**src/rtl/mb_pkg.sv**
```systemverilog
// Shared types for the pattern sequencer: pattern-type one-hot codes, FSM states
// and the request-select validity helper.
package mb_pkg;

  typedef enum logic [3:0] {
    SEQ_NONE  = 4'b0000,
    SEQ_CLK   = 4'b0001,
    SEQ_VALID = 4'b0010,
    SEQ_ID    = 4'b0100,
    SEQ_LFSR  = 4'b1000
  } seq_type_e;

  typedef enum logic [2:0] {
    ST_IDLE,
    ST_SETUP,
    ST_SEND,
    ST_GAP,
    ST_DONE
  } state_e;

  function automatic logic is_one_hot4(input logic [3:0] v);
    return (v != 4'b0000) && ((v & (v - 4'b0001)) == 4'b0000);
  endfunction

endpackage

```
**src/rtl/mb_pattern_sequencer.sv**
```systemverilog
// Burst pattern sequencer: runs SETUP / SEND / GAP iterations for one selected
// lane pattern and drives registered serializer enables and status pulses.
module mb_pattern_sequencer
  import mb_pkg::*;
#(
  parameter int CNT_W      = 16,
  parameter int GAP_CYCLES = 4
) (
  input  logic             i_clk,
  input  logic             i_rst,
  input  logic             i_start,
  input  logic [3:0]       i_pattern_sel,
  input  logic [CNT_W-1:0] i_burst_len,
  input  logic [CNT_W-1:0] i_iterations,
  input  logic             i_abort,
  output logic [3:0]       o_seq_type,
  output logic             o_serliazer_data_en,
  output logic             o_serliazer_valid_en,
  output logic             o_clk_pattern_en,
  output logic             o_lfsr_seed_load,
  output logic             o_busy,
  output logic             o_done,
  output logic             o_aborted,
  output logic             o_req_err
);

  localparam logic [7:0]       GAP_LAST = 8'(GAP_CYCLES);
  localparam logic [CNT_W-1:0] CNT_ONE  = CNT_W'(1);

  state_e           state_q, state_d;
  seq_type_e        type_q, type_d;
  logic [CNT_W-1:0] len_q, len_d;
  logic [CNT_W-1:0] iter_q, iter_d;
  logic [CNT_W-1:0] word_q, word_d;
  logic [7:0]       gap_q, gap_d;

  logic [3:0] seq_type_q, seq_type_d;
  logic       data_en_q, data_en_d;
  logic       valid_en_q, valid_en_d;
  logic       clk_en_q, clk_en_d;
  logic       seed_q, seed_d;
  logic       busy_q, busy_d;
  logic       done_q, done_d;
  logic       aborted_q, aborted_d;
  logic       req_err_q, req_err_d;

  logic start_ok;
  logic abort_hit;

  assign start_ok  = i_start && is_one_hot4(i_pattern_sel) &&
                     (i_burst_len != '0) && (i_iterations != '0);
  assign abort_hit = i_abort && (state_q != ST_IDLE);

  always_ff @(posedge i_clk) begin
    if (i_rst) begin
      state_q    <= ST_IDLE;
      type_q     <= SEQ_NONE;
      len_q      <= '0;
      iter_q     <= '0;
      word_q     <= '0;
      gap_q      <= '0;
      seq_type_q <= 4'b0000;
      data_en_q  <= 1'b0;
      valid_en_q <= 1'b0;
      clk_en_q   <= 1'b0;
      seed_q     <= 1'b0;
      busy_q     <= 1'b0;
      done_q     <= 1'b0;
      aborted_q  <= 1'b0;
      req_err_q  <= 1'b0;
    end else begin
      state_q    <= state_d;
      type_q     <= type_d;
      len_q      <= len_d;
      iter_q     <= iter_d;
      word_q     <= word_d;
      gap_q      <= gap_d;
      seq_type_q <= seq_type_d;
      data_en_q  <= data_en_d;
      valid_en_q <= valid_en_d;
      clk_en_q   <= clk_en_d;
      seed_q     <= seed_d;
      busy_q     <= busy_d;
      done_q     <= done_d;
      aborted_q  <= aborted_d;
      req_err_q  <= req_err_d;
    end
  end

  // Word counter runs 1..len and iteration counter counts down to 1, so an
  // all-ones length or count completes without wrapping.
  always_comb begin
    state_d = state_q;
    type_d  = type_q;
    len_d   = len_q;
    iter_d  = iter_q;
    word_d  = word_q;
    gap_d   = gap_q;
    case (state_q)
      ST_IDLE: begin
        if (start_ok) begin
          type_d  = seq_type_e'(i_pattern_sel);
          len_d   = i_burst_len;
          iter_d  = i_iterations;
          state_d = ST_SETUP;
        end
      end
      ST_SETUP: begin
        word_d  = CNT_ONE;
        state_d = ST_SEND;
      end
      ST_SEND: begin
        if (word_q == len_q) begin
          iter_d = iter_q - CNT_ONE;
          if (iter_q == CNT_ONE) begin
            state_d = ST_DONE;
          end else begin
            gap_d   = 8'd1;
            state_d = ST_GAP;
          end
        end else begin
          word_d = word_q + CNT_ONE;
        end
      end
      ST_GAP: begin
        if (gap_q == GAP_LAST) begin
          word_d  = CNT_ONE;
          state_d = ST_SEND;
        end else begin
          gap_d = gap_q + 8'd1;
        end
      end
      ST_DONE: state_d = ST_IDLE;
      default: state_d = ST_IDLE;
    endcase
    if (abort_hit) begin
      state_d = ST_IDLE;
    end
  end

  // Outputs are decoded from the upcoming state so the registered values line
  // up with the state they describe.
  always_comb begin
    seq_type_d = 4'b0000;
    data_en_d  = 1'b0;
    valid_en_d = 1'b0;
    clk_en_d   = 1'b0;
    seed_d     = 1'b0;
    busy_d     = (state_d != ST_IDLE);
    done_d     = (state_d == ST_DONE);
    aborted_d  = abort_hit;
    req_err_d  = (state_q == ST_IDLE) && i_start && !start_ok;
    if (state_d == ST_SETUP || state_d == ST_SEND || state_d == ST_GAP) begin
      seq_type_d = type_d;
    end
    if (state_d == ST_SETUP) begin
      seed_d = (type_d == SEQ_LFSR);
    end
    if (state_d == ST_SEND) begin
      data_en_d  = (type_d == SEQ_LFSR) || (type_d == SEQ_ID);
      valid_en_d = (type_d == SEQ_LFSR) || (type_d == SEQ_ID) || (type_d == SEQ_VALID);
      clk_en_d   = (type_d == SEQ_CLK);
    end
  end

  assign o_seq_type           = seq_type_q;
  assign o_serliazer_data_en  = data_en_q;
  assign o_serliazer_valid_en = valid_en_q;
  assign o_clk_pattern_en     = clk_en_q;
  assign o_lfsr_seed_load     = seed_q;
  assign o_busy               = busy_q;
  assign o_done               = done_q;
  assign o_aborted            = aborted_q;
  assign o_req_err            = req_err_q;

endmodule

```
**config.mk**
```make
export PLATFORM = sky130hd
export DESIGN_NAME = mb_pattern_sequencer
export DESIGN_NICKNAME = d
export VERILOG_FILES = /design/src/rtl/mb_pkg.sv /design/src/rtl/mb_pattern_sequencer.sv
export SDC_FILE = /design/constraint.sdc
export NUM_CORES = 1
export LEC_CHECK = 0
export CAP_MARGIN = 20
export CORE_UTILIZATION = 36
export DETAILED_ROUTE_END_ITERATION = 10
export SYNTH_ARGS = -nofsm -noshare
export SYNTH_HDL_FRONTEND = slang
export SYNTH_SLANG_ARGS = --single-unit
```
**constraint.sdc**
```tcl
create_clock -name i_clk -period 2.8 [get_ports i_clk]
set_clock_uncertainty 0.1 [all_clocks]
set_input_delay 0.42 -clock i_clk [delete_from_list [all_inputs] [get_ports i_clk]]
set_output_delay 0.42 -clock i_clk [all_outputs]
set_load 0.05 [all_outputs]
```
==> reports/metrics.cfg, run 1 <==
[run_status]
status = complete, no violations

[drt]
routed_via_density = 5.43
first_pass_iters = 5
wl_um = 10100
wl_per_cell_um = 14.9
drt_iter0_drc = 252
vias = 3670
antenna_left = 0
drc = 0

[die]
die_y_um = 104
num_rows = 36
coreArea_um2 = 9950
die_area_um2 = 10900
die_x_um = 104
start_util = 0.378
pin_count = 52

[run]
maxCapViolations = 0

[placement]
globalplace.congestion = 0.857
placed_area_um2 = 4510
hpwl_um = 7350
io_buffer_count = 51

[yosys]
ys_types = 52
async_flop_share = 0
syn_area_um2 = 3760
yosysWarnings = 0
avgSynthCellArea_um2 = 7.87
synth_edf_count = 0
synthFlopType = dfxtp_1
ys_ff_latch = 75
seq_area_frac_synth = 0.399
synth_nets = 523
synthCells = 478

[critical_path]
reg2reg_to = iter_q[11]
crit_type = flop to flop
r2r_slack_ps = 260
crit_path_start_kind = flop
r2r-start = word_q[7]
reg2reg_depth = 6
path_max_fanout = 16
crit_path_end_kind = flop
arrival_ps = 2680
crit_required_ps = 2940

[finish]
nFillCells = 972
num-nets-final = 583
syn_to_final_growth_pct = 25.0
postLayoutCellArea_um2 = 4700
fin_util = 0.472
layout_commonest_cell = nand2_1
num_antenna_cells = 0
final_cell_mix = 81 x nand2_1, 75 x dfxtp_1, 60 x a21oi_1
drive_above_1_share = 0.0994

[timing]
setup_viol = 0
grt_setup_unrepaired = false
setup-tns-final_ps = 0
finalHoldViolations = 0
hold_slack_ps = 371
worst_pin_slew_ps = 847
fin_crit_ps = 2540
drv_slew = 0
slew_headroom = 0.431
max_freq_mhz = 394
final.period_utilization = 0.907

[grt]
grt_max_degree = 32
antenna_found_initial = 0
grt_pass1_wl_um = 16600
track_usage = 0.190
first_global_vias = 3421
grt_overflow = 0

[clocking]
htreeDepth = 3
cts_tree = yes
post-cts-setup-buffers = 0
cts_buffer_depth = 2
cts_root_buf = clkbuf_8
clock_latency_ps = 340
clkSlewWorstSetupHoldPaths_ps = 80
cts.sinks = 75
numCtsBuffers = 9

[worst_hold_path]
hold_path.class = flop to flop
whs_path_depth = 2
min_from = len_q[15]
hold_path_end = len_q[15]

[power_and_ir_drop]
cellPowerDensity_nw_per_um2 = 514
p_leak_nw = 1.73
p_total_w = 0.00242
ir_drop_uv = 270

what timing repair did:
item,4_1_cts,5_1_grt
gates resized for setup,0,1
hold buffers,0,0
endpoints found under the hold margin,0,0
setup endpoints to repair,0,1
layer usage:
layer  part of all wire  wire, µm  GRT usage
met2               0.46      4600      0.303
met4              0.016       160     0.0612
met5                  0         0          0
met3              0.042       422     0.0382
met1               0.49      4890      0.256
cell usage after synthesis, types with 2 or more instances:
library cell	instances	share of area
and3_1	6	0.010
nor4_1	19	0.032
or4_1	9	0.018
xnor2_1	2	0.0047
or2_2	4	0.0067
nor2b_1	2	0.0033
nor3b_1	3	0.0060
nand2_1	81	0.081
a31oi_1	4	0.0067
nor3_1	16	0.021
nor4_2	2	0.0067
o21ai_0	29	0.039
xor2_1	20	0.047
a41oi_1	2	0.0047
o211ai_1	6	0.012
nand3_1	10	0.013
o22ai_1	2	0.0033
or3_1	8	0.013
clkbuf_1	17	0.017
inv_1	8	0.0080
buf_2	7	0.0093
o32ai_1	4	0.0093
o31ai_1	4	0.0080
o21ai_2	2	0.0047
a211oi_1	6	0.012
nand3b_1	2	0.0040
dfxtp_1	75	0.40
nor4b_1	3	0.0070
nand4_1	6	0.010
nor2_1	32	0.032
nand2b_1	3	0.0050
a21oi_1	60	0.080
ha_1	5	0.017
worst max-delay path, stage by stage, from the launching register on:
cell and delay [ps]:
dfxtp_1 370, xor2_1 190, nor4_2 510, nand4_1 330
o21ai_4 500, o21ai_0 160, a32o_1 280
registers in the layout (all words and copies together), names as in the netlist:
| register | flops |
|---|---|
| iter_q | 16 |
| word_q | 16 |
| gap_q | 8 |
| o_seq_type | 4 |
| o_busy | 1 |
| state_q | 3 |
| type_q | 4 |
| o_done | 1 |
| len_q | 16 |
| o_clk_pattern_en | 1 |
| o_serliazer_valid_en | 1 |
| o_serliazer_data_en | 1 |
| o_req_err | 1 |
| o_aborted | 1 |
| o_lfsr_seed_load | 1 |
per-stage QoR:
step / setup WS, ps / std cells
global placement: 39.0 / 660
floorplan: 842 / 478
global route: 139 / 676
detailed placement: -12.8 / 660
finish: 262 / 676
CTS: 118 / 676
final cells by class:
class	count	area [µm²]	share of cell area
multi-input cells	370	2140	0.455
clock buffers	12	135	0.0287
repair buffers	74	678	0.144
clock inverters	4	51.3	0.0109
flip-flops and latches	75	1500	0.319
inverters	8	30.0	0.00638
well taps	133	166	0.0354
cells by family after synthesis:
logic type	Yosys count	share of synthesized area
muxes	2	0.00565
DFF	75	0.399
adders and majority gates	5	0.0166
xor gates and xnor gates	22	0.0512
and+or+nand+nor	214	0.290
buffers and inverters	33	0.0362
AOI/OAI and AO/OA	127	0.202
report_power, final:
group          internal (W)  switching, W  total [W]  leakage, nW
registers           0.00111     0.0000351    0.00114        0.607
logic              0.000189      0.000279   0.000468         1.03
clock network      0.000413      0.000395   0.000808       0.0906
total               0.00171      0.000709    0.00242         1.73
worst max-delay path by stage:
stage | from | to | depth (start not counted)
2_1_floorplan | i_iterations[11] | o_serliazer_data_en | 5
3_3_place_gp | i_iterations[8] | o_serliazer_data_en | 6
3_5_place_dp | i_burst_len[11] | o_clk_pattern_en | 7
4_1_cts | word_q[7] | iter_q[11] | 6
5_1_grt | word_q[7] | iter_q[11] | 6
6_report | word_q[7] | iter_q[11] | 6
No activity file was read; power rests on OpenSTA's default activity.
==> inputs of run 2 (changes only) <==
CAP_MARGIN = default   (was 20)
==> results of run 2 <==
Final layout, timing and power as in run 1 (identical DEF).
==> variant: new RTL, config.mk and constraints of run 1 <==
Make the reset (`i_rst`) asynchronous in one clocked block.
--- a/src/rtl/mb_pattern_sequencer.sv
+++ b/src/rtl/mb_pattern_sequencer.sv
@@ -51,7 +51,7 @@
                      (i_burst_len != '0) && (i_iterations != '0);
   assign abort_hit = i_abort && (state_q != ST_IDLE);
 
-  always_ff @(posedge i_clk) begin
+  always_ff @(posedge i_clk or posedge i_rst) begin
     if (i_rst) begin
       state_q    <= ST_IDLE;
       type_q     <= SEQ_NONE;
Behaviour: differs if i_rst is asserted again (counterexample within 4 cycles, from zero or initial values and one cycle with i_rst high); with i_rst held inactive, the same outputs for 10 cycles.
==> variant against run 1 <==
- synthesized area up 5.5%
- cell count is 6.2% lower
- sequential share of layout area is 4.1 points higher
- sequential cell count unchanged
- routed wire length is 2.5% lower
- cell area grew 11%
- setup slack worse by 0.20 ns
Power is not compared: it rests on default switching activity, and its combinational part moved more than twofold at a synthesized area within 25%.
==> variant: results (changes against run 1) <==
synthesized area per cell=9.97 µm² (+27%); M1 GR Usage=24.0% (-1.6 points); synth warn=0 (unchanged); reg-to-reg setup timing slack=0.06 ns (-0.20 ns); syn_nets=443 (-15%); total CTS buffers=9 (unchanged); crit-path leading delay family=simple AND/OR/NAND/NOR gates; worst-skew pair later-pin latency=0.36 ns (+0.02 ns); via count=3,331 (-9.2%); vias in the first global route=3,357 (-1.9%); slowest stage delay, CP=0.52 ns; reg-to-reg startpoint=gap_q[0]; fillers=973 (+0.10%); dpl hpwl=7130 µm (-3.0%); worst hold path class=input pin to asynchronous set/reset pin; Reg2Reg Depth=8 (+2); Final #Nets=538 (-7.7%); Cells after DPL=614 (-7.0%); met2 Use GR=30.6% (+0.31 points); Worst Path Max Fanout=5 (-11); uppermost layer routed=met4; placed instance area=4970 µm² (+10%); status=completed; CP max-delay cell=or4_4; first-pass GRT wire length=16,500 µm (-0.95%); largest net degree at the start of global routing=76 (+140%); number of detailed-route iterations in the first pass=4 (-1); Reg clk slew, reported paths=0.10 ns (+0.02 ns); synth unique cells=61 (+17%); pre-CTS WS=-0.314 ns (-0.301 ns); total wire length=9820 µm (-2.5%); wl on met1=4520 µm (-7.5%); post-CTS resize count=4 (+4); Static Leak=2.26 nW; input/output buffers=51 (unchanged); Rel. slew slack=62.7% (+20 points); GR Util All Layers=18.4% (-0.60 points); worst hold slack=0.365 ns (-0.00647 ns); post-CTS setup buffers=0 (unchanged); CTS Root Cell=clkbuf_8; CP Data Arrival Time=2.93 ns (+0.25 ns); register area share after synthesis=47.3% (+7.4 points); wire length on met2=4800 µm (+4.4%); wire length on met3=399 µm (-5.5%); asr flop ratio synth=100% (+100 points); Iter 0 DRT Violations=162 (-36%); largest registers=iter_q x16, len_q x16, word_q x16; Max clock buf depth=2 (unchanged); synth top area cells=dfrtp_1 47%, mux2_2 5.4%, xor2_1 4.9%, o21ai_0 3.7%, nor2_1 3.1%; Placer Congestion=0.804 (-6.1%); synth cell count leaders=75 x dfrtp_1, 33 x nor2_1, 29 x o21ai_0; Max rail drop VDD=0.341 mV; met3 usage=3.89% (+0.069 points); antenna violations before repair=0 (unchanged); final std cells w/o fill=634 (-6.2%); layout cells sized above 1=22.1% (+12 points); htree depth=3 (unchanged); # diodes=0 (unchanged); RR Endpoint=word_q[12]
[variant: kinds of logic after synthesis]
| logic type | after synthesis | synth area share, % |
|---|---|---|
| simple gates | 144 | 19.9 |
| compound gates | 93 | 15.8 |
| flops | 75 | 47.3 |
| buf+inv | 30 | 2.87 |
| xor+xnor | 28 | 6.18 |
| mux | 23 | 6.40 |
| fa+ha+maj | 5 | 1.58 |
[variant: area by class of cell]
cell class | count | area (µm²) | share of cell area [%]
multi-input cells | 293 | 2020 | 38.8
flip-flops and latches | 75 | 1880 | 36.0
repair buffers | 102 | 918 | 17.6
well taps | 136 | 170 | 3.26
clock buffers | 9 | 124 | 2.38
clock inverters | 7 | 58.8 | 1.13
inverters | 12 | 45.0 | 0.864
[variant: tightest hold or removal path, delay by kind of cell]
kind | cells | cell delay, ns
buffers and inverters | 3 | 0.81
[variant: how the worst max path moves through the flow]
| stage | start | cells past startpoint | endpoint | slack (ns) |
|---|---|---|---|---|
| CTS | gap_q[0] | 8 | word_q[10] | 0.004 |
| global route | gap_q[0] | 9 | word_q[13] | 0.001 |
| floorplan | iter_q[4] | 8 | o_busy | 0.002 |
| global placement | i_pattern_sel[0] | 7 | o_serliazer_data_en | -0.20 |
| detailed placement | i_pattern_sel[0] | 7 | o_serliazer_data_en | -0.31 |
| finish | gap_q[0] | 8 | word_q[12] | 0.06 |
[variant: power by group through the flow]
| stage | Combinational (mW) | Sequential (mW) | Clock, mW |
|---|---|---|---|
| floorplan | 0.530 | 1.53 | 0 |
| global placement | 0.890 | 1.52 | 0 |
| detailed placement | 0.910 | 1.52 | 0 |
| CTS | 0.924 | 1.50 | 0.820 |
| global route | 1.05 | 1.54 | 0.874 |
| finish | 0.942 | 1.50 | 0.800 |
